===== src/rtl/route_mutator.sv =====
// Swap-mutation stage for GA routes: walks each gene position once, and on an
// LFSR hit swaps that gene with an LFSR-chosen partner, then holds the result.
module route_mutator #(
   parameter int NUM_CITIES = 8,
   parameter int CITY_W     = 3,
   parameter int MUT_RATE   = 4
) (
   input  logic                         clk,
   input  logic                         rst,
   input  logic                         seed_load,
   input  logic [15:0]                  seed,
   input  logic                         in_valid,
   output logic                         in_ready,
   input  logic [NUM_CITIES*CITY_W-1:0] in_route,
   output logic                         out_valid,
   input  logic                         out_ready,
   output logic [NUM_CITIES*CITY_W-1:0] out_route,
   output logic [CITY_W:0]              mut_count
);

   localparam logic [16:0] THRESH    = 17'((MUT_RATE * 65536) / 10000);
   localparam logic [15:0] LFSR_INIT = 16'hACE1;
   localparam logic [15:0] LFSR_MASK = 16'hB400;
   localparam logic [CITY_W-1:0] LAST_POS = CITY_W'(NUM_CITIES - 1);

   if (CITY_W != $clog2(NUM_CITIES)) begin : g_bad_width
      $error("route_mutator: CITY_W must equal log2(NUM_CITIES)");
   end
   if (NUM_CITIES < 4 || NUM_CITIES > 16 || (NUM_CITIES & (NUM_CITIES - 1)) != 0) begin : g_bad_cities
      $error("route_mutator: NUM_CITIES must be a power of two in 4..16");
   end

   typedef enum logic [1:0] {
      IDLE = 2'd0,
      SCAN = 2'd1,
      HOLD = 2'd2
   } state_t;

   state_t state_q, state_d;

   logic [NUM_CITIES-1:0][CITY_W-1:0] route_q;
   logic [NUM_CITIES-1:0][CITY_W-1:0] route_swapped;
   logic [CITY_W-1:0]                 idx_q;
   logic [CITY_W:0]                   cnt_q;
   logic [15:0]                       lfsr_q;
   logic                              mutate;
   logic                              last_pos;
   logic [CITY_W-1:0]                 partner;

   function automatic logic [15:0] lfsr_step(input logic [15:0] r);
      logic [15:0] shifted;
      shifted = r >> 1;
      return r[0] ? (shifted ^ LFSR_MASK) : shifted;
   endfunction

   // An all-zero Galois LFSR would lock up, so zero seeds fall back to the reset value.
   function automatic logic [15:0] seed_value(input logic [15:0] s);
      return (s == 16'h0000) ? LFSR_INIT : s;
   endfunction

   always_comb begin
      mutate   = ({1'b0, lfsr_q} < THRESH);
      partner  = lfsr_q[CITY_W-1:0];
      last_pos = (idx_q == LAST_POS);
      route_swapped          = route_q;
      route_swapped[idx_q]   = route_q[partner];
      route_swapped[partner] = route_q[idx_q];
   end

   always_ff @(posedge clk) begin
      if (rst) begin
         state_q <= IDLE;
      end else begin
         state_q <= state_d;
      end
   end

   always_comb begin
      state_d   = state_q;
      in_ready  = 1'b0;
      out_valid = 1'b0;
      case (state_q)
         IDLE: begin
            in_ready = 1'b1;
            if (in_valid) begin
               state_d = SCAN;
            end
         end
         SCAN: begin
            if (last_pos) begin
               state_d = HOLD;
            end
         end
         HOLD: begin
            out_valid = 1'b1;
            if (out_ready) begin
               state_d = IDLE;
            end
         end
         default: begin
            state_d = IDLE;
         end
      endcase
   end

   always_ff @(posedge clk) begin
      if (rst) begin
         route_q <= '0;
         idx_q   <= '0;
         cnt_q   <= '0;
         lfsr_q  <= LFSR_INIT;
      end else begin
         if (seed_load) begin
            lfsr_q <= seed_value(seed);
         end else if (state_q == SCAN) begin
            lfsr_q <= lfsr_step(lfsr_q);
         end

         case (state_q)
            IDLE: begin
               if (in_valid) begin
                  route_q <= in_route;
                  idx_q   <= '0;
                  cnt_q   <= '0;
               end
            end
            SCAN: begin
               // idx_q wraps back to 0 after the last position; it is reloaded on accept anyway.
               idx_q <= idx_q + 1'b1;
               if (mutate) begin
                  route_q <= route_swapped;
                  cnt_q   <= cnt_q + 1'b1;
               end
            end
            default: begin
            end
         endcase
      end
   end

   assign out_route = route_q;
   assign mut_count = cnt_q;

endmodule


===== config.mk =====
export PLATFORM = sky130hd
export DESIGN_NAME = route_mutator
export DESIGN_NICKNAME = d
export VERILOG_FILES = /design/src/rtl/route_mutator.sv
export SDC_FILE = /design/constraint.sdc
export NUM_CORES = 1
export LEC_CHECK = 0
export ABC_CLOCK_PERIOD_IN_PS = 2200
export CAP_MARGIN = 20
export CORE_ASPECT_RATIO = 2
export CORE_MARGIN = 2
export CORE_UTILIZATION = 50
export CTS_CLUSTER_DIAMETER = 40
export DETAILED_ROUTE_END_ITERATION = 10
export PLACE_DENSITY = 0.78
export SYNTH_ARGS = -nofsm -noshare
export SYNTH_HDL_FRONTEND = slang
export SYNTH_SLANG_ARGS = --single-unit

===== constraint.sdc =====
create_clock -name clk -period 2.2 [get_ports clk]
set_input_delay 0.22 -clock clk [delete_from_list [all_inputs] [get_ports clk]]
set_output_delay 0.22 -clock clk [all_outputs]
set_load 0.03 [all_outputs]

; Word level (Yosys, flattened, before mapping)
; Index checks and enable logic that the tools add are counted.
[word_totals]
regBits = 49
inputBits = 45
output_inout_bits = 30
word_cells = 64
[op_classes]
addsub = 2
magnitude_cmp = 5
eq_ne = 7
muxes = 28
bitwise = 1
n_reduce_logical = 9
[ops]
columns = op, n
row1 = $mux W16, 4
row2 = $bwmux W24, 2
row3 = $mux W24, 2
row4 = $pmux W24 S2, 1
row5 = $bmux W3 S3, 2
row6 = $demux W3 S3, 2
row7 = $logic_not A16 Y1, 1
row8 = $lt A16 B5 Y1 const B, 1
row9 = $mux W3, 5
row10 = $lt A3 B4 Y1 const B, 2
row11 = $mux W4, 2
row12 = $ne A2 B2 Y1 const B, 4
row13 = $pmux W4 S2, 1
row14 = $ge A3 B1 Y1 const B, 2
row15 = $mux W2, 3
row16 = $pmux W2 S3, 1
row17 = $pmux W3 S2, 1
row18 = $reduce_and A3 Y1, 2
row19 = $add A4 B1 Y4 const B, 1
row20 = $not A3 Y4, 1
row21 = $reduce_bool A2 Y1, 2
row22 = $add A3 B1 Y3 const B, 1
row23 = $eq A3 B3 Y1 const B, 1
row24 = $eq A2 B1 Y1 const B, 1
row25 = other kinds (5), 7

; Longest topological paths before layout
; Gate-level depths: netlist of the first run.
[depth]
ltp_word = 8
mapped_depth = 8
depth_no_buf = 5

; Worst setup path after synthesis of the first run
; Ideal clock, no wire load.
[synth_timing]
kind = register to register
start = reg lfsr_q[0]
end = reg route_q, in the netlist out_route[10]
setup_time_ns = 0.134
arrival_time_ns = 1.603
t_required_ns = 2.066
path_slack_ns = 0.463
path_stages_with_launch = 7
n_path_buf = 2
period_less_slack_ns = 1.737
path_cell_list = dfxtp_1 buf_2 buf_2 mux4_2 mux2_2 a22oi_1 o22ai_1
[synth_between]
elab_chain_cells = 7
elab_cells_between_ends = 14
cone_classes = 3 x order compare / 1 x eq/ne / 8 x mux / 2 x reduce/logical
[synth_lines]
columns = element, line_no
row1 = "start, declared", 45  ; logic [15:0] lfsr_q;
row2 = "start signal, assigned", 114  ; lfsr_q <= seed_value(seed);
row3 = "start signal, assigned", 116  ; lfsr_q <= lfsr_step(lfsr_q);
row4 = $lt A3 B4 Y1 (implied by the code) / $ge A3 B1 Y1 (equally long branches), 67  ; route_swapped[partner] = route_q[idx_q];
row5 = $logic_and A1 B1 Y1 (implied by the code), 67
row6 = $mux W3 (implied by the code), 67
row7 = $demux W3 S3, 67
row8 = $bwmux W24, 67
row9 = $mux W24, 130  ; if (mutate) begin
row10 = $pmux W24 S2, 119  ; case (state_q)
row11 = "end signal, assigned", 122  ; route_q <= in_route;
row12 = "end signal, assigned", 131  ; route_q <= route_swapped;
row13 = "end, declared", 41  ; logic [NUM_CITIES-1:0][CITY_W-1:0] route_q;
; Parallel ways exist; a longest one is shown, timed or not. The select of a mux whose other input is x is not followed.
; A chain may end at the register's enable or synchronous reset.

; Worst setup path in the final report of the first run
[layout_timing]
start = reg idx_q[0]
end = reg route_q, in the netlist out_route[21]
[layout_between]
elab_chain_cells = 8
elab_cells_between_ends = 11
cone_classes = 2 x order compare / 8 x mux / 1 x reduce/logical
[layout_lines]
columns = element, line_no
row1 = "start, declared", 43  ; logic [CITY_W-1:0] idx_q;
row2 = "start signal, assigned", 129  ; idx_q <= idx_q + 1'b1;
row3 = $lt A3 B4 Y1 (implied by the code) / $ge A3 B1 Y1 (equally long branches), 66  ; route_swapped[idx_q] = route_q[partner];
row4 = $logic_and A1 B1 Y1 (implied by the code), 66
row5 = $mux W3 (implied by the code), 66
row6 = $demux W3 S3, 66
row7 = $bwmux W24, 66
row8 = $bwmux W24 (*), 67
row9 = $mux W24 (*), 130
row10 = $pmux W24 S2 (*), 119
; Mark *: on every way between the ends. The rest lies on a longest branch, timed or not. The select of a mux whose other input is x is not followed.

==> results of run 1 <==
-- through the flow --
stage	cell area, µm²	setup TNS [ns]	worst slack, ns	instances	total power [mW]
global placement	4159	0	0.02246	520	1.516
floorplan	3105	0	0.4634	371	1.267
CTS	4319	0	0.07618	528	2.337
detailed placement	4159	-0.07103	-0.03983	520	1.523
global route	4328	0	0.01509	528	2.439
finish	4328	0	0.2217	528	2.346
-- worst max-delay path, stage by stage (launching register included) --
cell and delay [ns]:
dfxtp_1 0.56, mux4_2 0.56, nand2_1 0.09, nand2_1 0.24, a22oi_1 0.29, o22ai_1 0.11
-- worst max-delay path by stage --
stage / startpoint / to / slack (ns) / cells after the start
after floorplan: lfsr_q[0]$_SDFFE_PP1P_ / out_route[10]$_SDFFE_PP0P_ / 0.46 / 6
after global placement: idx_q[2]$_SDFFE_PP0P_ / out_route[11]$_SDFFE_PP0P_ / 0.02 / 7
after detailed placement: idx_q[2]$_SDFFE_PP0P_ / out_route[11]$_SDFFE_PP0P_ / -0.04 / 7
after CTS: lfsr_q[0]$_SDFFE_PP1P_ / out_route[5]$_SDFFE_PP0P_ / 0.08 / 4
after global routing: lfsr_q[14]$_SDFFE_PP0P_ / out_route[13]$_SDFFE_PP0P_ / 0.02 / 6
final: idx_q[0]$_SDFFE_PP0P_ / out_route[21]$_SDFFE_PP0P_ / 0.22 / 5
-- registers in the layout, indices dropped and copies added, names as in the netlist --
name       cells
lfsr_q        16
state_q        2
mut_count      4
out_route     24
idx_q          3
-- synth_stat cells, types with 3 or more instances --
cell type  count
o22ai_1       32
clkbuf_1      16
nor3b_1        3
nand2_1       22
a31oi_1       25
and3b_1        3
a311oi_1       4
xnor2_1        3
nor2_1        36
ha_1           3
buf_1          5
a21oi_1       20
o31a_1        24
and3_1         3
a22oi_1       28
nand2b_1       9
or3_1          3
nor2b_1        4
nor3_1        14
dfxtp_1       49
mux4_2        10
a211oi_1       5
buf_2         10
inv_1          5
nor4_1        10
mux2_2         3
-- layer usage --
metal | up-vias | track usage, % | part of all wire [%]
met3 | 53 | 7.924 | 5.5
met4 | 0 | 24.30 | 7.7
met5 | - | 0 | 0
met1 | 1661 | 36.36 | 33
met2 | 178 | 60.07 | 54
li1 | 1652 | - | -
-- logic make-up (layout without fill, tap and decap cells) --
kind of cell	Yosys count	count (layout)	share of synthesized area, %
flip-flops	49	49	31.59
buffers and inverters	38	132	5.480
adder cells (fa/ha/maj)	3	3	1.209
XOR/XNOR	4	4	1.128
multiplexers	16	16	9.388
AND/OR/NAND/NOR	115	115	18.82
AO/OA/AOI/OAI	146	146	32.39
-- power by group --
part / switching, mW / internal, mW
sequential: 0.0518 / 0.924
combinational: 0.283 / 0.258
clock: 0.369 / 0.460
total: 0.704 / 1.64
-- cell type report --
type	instances	area share (%)
multi-input cells	284	45.62
repair buffers	119	25.79
flip-flops and latches	49	22.72
clock buffers	6	3.209
well taps	63	1.821
inverters	5	0.4337
clock inverters	2	0.4047
==> results.txt, run 1 <==
----------------------------------------------------
[Status]
  Outcome ... completed

[Synthesis]
  Number of enable flip-flop cells after synthesis ... 0
  Largest cells by area after synthesis ... dfxtp_1, mux4_2, a22oi_1, o31a_1, o22ai_1
  Count of cell types in the netlist ... 44
  Netlist area before placement ... 0.003105 mm²
  Count of yosys warnings during synthesis ... 0
  Portion of synthesized cell area occupied by the leading cell type ... 31.59%
  Most used flip-flop cell after synthesis ... dfxtp_1
  Mapped Cells ... 371
  Fraction of synthesis flops using an asynchronous set or reset pin ... 0%
  Post-Syn Nets ... 419
  Number of register bits inferred by synthesis ... 49
  Most area-hungry cell type in the Yosys netlist ... dfxtp_1
  Average footprint of a synthesized cell ... 8.371 µm²
  Sequential share of the synthesized area ... 31.59%

[Hold path]
  Capture endpoint of the worst hold path ... mut_count[3]$_SDFFE_PP0P_
  Hold crit path type ... flip-flop to flip-flop
  Hold_sp ... mut_count[3]$_SDFFE_PP0P_
  Worst Hold Depth ... 2

[Routing]
  Post-DRT Antenna Nets ... 0
  Overall via count from detail_route ... 3544
  Mean number of vias per cell ... 6.712
  1st-pass router iterations ... 5
  Routed len/inst ... 21.27 µm
  Total length of routed wires ... 11230 µm
  Iteration-0 DRC count of the detailed router ... 451
  DRC Markers ... 0

[Clocking]
  CTS buffer count ... 5
  Bufs on Longest Clock Path ... 2
  Sinks on Clock Net ... 49
  Cts hold-fix bufs ... 0
  Count of buffers added by post-CTS timing repair for setup ... 0
  Clock edge transition at the registers on the reported setup and hold paths ... 0.07 ns
  Clock network latency to the later pin of the worst-skew pair ... 0.30 ns
  Total number of H-tree levels ... 2
  CTS tree ... done
  Root buffer cell ... clkbuf_16
  Gates resized, CTS repair ... 1

[Worst setup path]
  Element type at the critical path start ... flip-flop
  Data required time of the worst path ... 2.36 ns
  Register-to-register setup slack ... 0.22 ns
  Setup Crit Path Kind ... flip-flop to flip-flop
  Crit. End Element ... flip-flop
  Startpoint of the worst register-to-register path ... idx_q[0]$_SDFFE_PP0P_
  Count of cells along the worst register-to-register path ... 5
  Critical path peak fanout ... 8
  Endpoint of the most critical register-to-register path ... out_route[21]$_SDFFE_PP0P_
  Critical Path AT ... 2.14 ns

[Finish]
  Commonest non-fill, non-tap cells in the layout ... clkdlybuf4s50_1, dfxtp_1, buf_4
  Layout overhead on the synthesized area ... 39.36%
  Commonest non-fill, non-tap cell in the layout ... clkdlybuf4s50_1
  Share of cells above drive strength 1 ... 16.56%
  Final core area utilization ... 72.06%
  Number of diodes added for antenna fixing ... 0
  # nets final ... 512
  Count of filler cells inserted in the layout ... 491
  Area of the multi-input gates ... 0.001974 mm²
  Storage element area ... 983.4 µm²

[Timing]
  Worst-case headroom to the max-slew limit ... 61.21%
  Maximum clock frequency ... 505.5 MHz
  Endpoints failing hold ... 0
  Final critical-path share of the clock period ... 89.92%
  Minimum clock period after layout ... 1.978 ns
  Worst Max-Slew Pin Slew ... 0.5774 ns
  Number of pins with negative max-slew slack in the final report ... 0
  RSZ-0062 raised after global routing ... false
  Number of setup violations in the final report ... 0
  Worst Clk Skew ... 0.007588 ns
  Final Hold Slack ... 0.4857 ns

[Die]
  Die outline area ... 0.006895 mm²
  Area of the placeable core ... 0.006006 mm²
  Y dimension of the die ... 115.5 µm
  Initial Util ... 51.71%
  Horizontal die dimension ... 59.73 µm
  Top-level I/O count ... 75
  Number of placement rows ... 40

[Global route]
  Total global-route track usage ... 35.14%
  Wire length of the first global-routing pass ... 17970 µm
  Global route total overflow ... 0
  Maximum number of pins on one net before global-route repair ... 47
  Vias in the first global route ... 3516
  Initial antenna violation count ... 0

[Pwr]
  Pwr per Cell Area ... 542.1 mW/mm²
  Total leakage power ... 1.507 nW
  Worst VDD drop ... 0.0007338 V

[Place]
  Total half-perimeter wirelength after legalization and detailed placement ... 8313 µm
  IO Port Bufs ... 74
  Final weighted congestion in routability-driven placement ... 1.005

[Flow run]
  Max-cap violations ... 0

----------------------------------------------------
Power figures use the tool's default switching activity.
==> run 2, diff against run 1 <==
Settings changed: CTS_BUF_LIST from default to sky130_fd_sc_hd__clkbuf_16.
==> run 2 against run 1 <==
  * Die area unchanged
  * Critical path type unchanged
  * Largest power group unchanged
  * Critical path depth unchanged
  * Wire length decreased by 0.15%
  * First-iteration DRC count increased by 0.22%
==> results.txt, run 2 (synthesized netlist as in run 1, its figures left out) <==
----------------------------------------------------
[Status]
  Outcome ... completed

[Worst setup path]
  Critical Path AT ... 2.13 ns
  Setup Crit Path Kind ... flip-flop to flip-flop
  Data required time of the worst path ... 2.36 ns
  Element type at the critical path start ... flip-flop
  Crit. End Element ... flip-flop
  Critical path peak fanout ... 8

[Routing]
  Total length of routed wires ... 11210 µm
  DRC Markers ... 0
  Overall via count from detail_route ... 3535
  Iteration-0 DRC count of the detailed router ... 452
  Mean number of vias per cell ... 6.695
  Post-DRT Antenna Nets ... 0
  Routed len/inst ... 21.23 µm
  1st-pass router iterations ... 5

[Global route]
  Maximum number of pins on one net before global-route repair ... 47
  Wire length of the first global-routing pass ... 17970 µm
  Vias in the first global route ... 3516
  Initial antenna violation count ... 0
  Total global-route track usage ... 35.14%
  Global route total overflow ... 0

[Finish]
  Commonest non-fill, non-tap cells in the layout ... clkdlybuf4s50_1, dfxtp_1, buf_4
  Post-layout instance count excluding filler cells ... 528
  # nets final ... 512
  Post-route cell area ... 0.004318 mm²
  Share of cells above drive strength 1 ... 16.34%
  Count of filler cells inserted in the layout ... 493
  Number of diodes added for antenna fixing ... 0
  Final core area utilization ... 71.90%
  Layout overhead on the synthesized area ... 39.04%
  Commonest non-fill, non-tap cell in the layout ... clkdlybuf4s50_1
  Largest register FFs ... 24
  Area of the multi-input gates ... 0.001974 mm²
  Storage element area ... 983.4 µm²

[Place]
  Instance area at placement ... 0.004159 mm²
  Placed cell count ... 520
  Setup slack after placement ... -0.03983 ns
  IO Port Bufs ... 74
  Final weighted congestion in routability-driven placement ... 1.005
  Total half-perimeter wirelength after legalization and detailed placement ... 8313 µm

[Clocking]
  Sinks on Clock Net ... 49
  Count of buffers added by post-CTS timing repair for setup ... 0
  CTS buffer count ... 5
  Clock network latency to the later pin of the worst-skew pair ... 0.30 ns
  Root buffer cell ... clkbuf_16
  CTS tree ... done
  Clock edge transition at the registers on the reported setup and hold paths ... 0.06 ns
  Bufs on Longest Clock Path ... 2
  Total number of H-tree levels ... 2
  Cts hold-fix bufs ... 0
  Gates resized, CTS repair ... 1

[Timing]
  Minimum clock period after layout ... 1.978 ns
  Endpoints failing hold ... 0
  Final critical-path share of the clock period ... 89.90%
  Final WS setup ... 0.2223 ns
  RSZ-0062 raised after global routing ... false
  Final Hold Slack ... 0.4856 ns
  Worst Clk Skew ... 0.008294 ns
  Number of pins with negative max-slew slack in the final report ... 0
  Worst Max-Slew Pin Slew ... 0.5682 ns
  Number of setup violations in the final report ... 0
  Maximum clock frequency ... 505.6 MHz
  Worst-case headroom to the max-slew limit ... 61.83%

[Pwr]
  Total leakage power ... 1.501 nW
  Pwr per Cell Area ... 534.6 mW/mm²
  Worst VDD drop ... 0.0006206 V

[Die]
  Area of the placeable core ... 0.006006 mm²
  Number of placement rows ... 40
  Y dimension of the die ... 115.5 µm
  Initial Util ... 51.71%
  Die outline area ... 0.006895 mm²
  Top-level I/O count ... 75
  Horizontal die dimension ... 59.73 µm

[Hold path]
  Hold crit path type ... flip-flop to flip-flop

[Flow run]
  Max-cap violations ... 0

----------------------------------------------------
## run 2: changes by cell type in the layout (fill, tap and decap cells not counted)
cell | before | now
clkinv_1 | 0 | 1
clkbuf_8 | 1 | 0
## run 2: routing by layer
metal,global-route usage [%],part of all wire [%],vias up
li1,-,-,1653
met1,36.36,33,1645
met2,60.07,53,184
met3,7.924,6.1,53
met4,24.30,7.9,0
met5,0,0,-
## run 2: through the flow
stage,power [mW],setup TNS (ns)
2_1_floorplan,1.267,0
3_3_place_gp,1.516,0
3_5_place_dp,1.523,-0.07103
4_1_cts,2.301,0
5_1_grt,2.403,0
6_report,2.308,0
## run 2: cell type report
class	instances	share of cell area [%]
clock inverters	3	0.4926
repair buffers	119	25.85
clock buffers	5	2.898
inverters	5	0.4347
well taps	63	1.826
multi-input cells	284	45.73
flip-flops and latches	49	22.78
## run 2: worst max-delay path, cell delays in order, from the launching register on
cell	delay, ns
dfxtp_1	0.55
mux4_2	0.56
nand2_1	0.09
nand2_1	0.23
a22oi_1	0.29
o22ai_1	0.11
## run 2: power breakdown
group | switching, mW | internal, mW | total, mW
Sequential | 0.0518 | 0.924 | 0.976
Combinational | 0.284 | 0.258 | 0.542
Clock | 0.366 | 0.424 | 0.791
Total | 0.701 | 1.61 | 2.31
## run 2: worst paths after layout
kind                             startpoint                    endpoint  slack (ns)  depth (start not counted)
setup / recovery      idx_q[0]$_SDFFE_PP0P_  out_route[21]$_SDFFE_PP0P_        0.22                          5
hold / removal    mut_count[3]$_SDFFE_PP0P_   mut_count[3]$_SDFFE_PP0P_        0.49                          2
setup reg to reg      idx_q[0]$_SDFFE_PP0P_  out_route[21]$_SDFFE_PP0P_        0.22                          5
hold reg to reg   mut_count[3]$_SDFFE_PP0P_   mut_count[3]$_SDFFE_PP0P_        0.49                          2
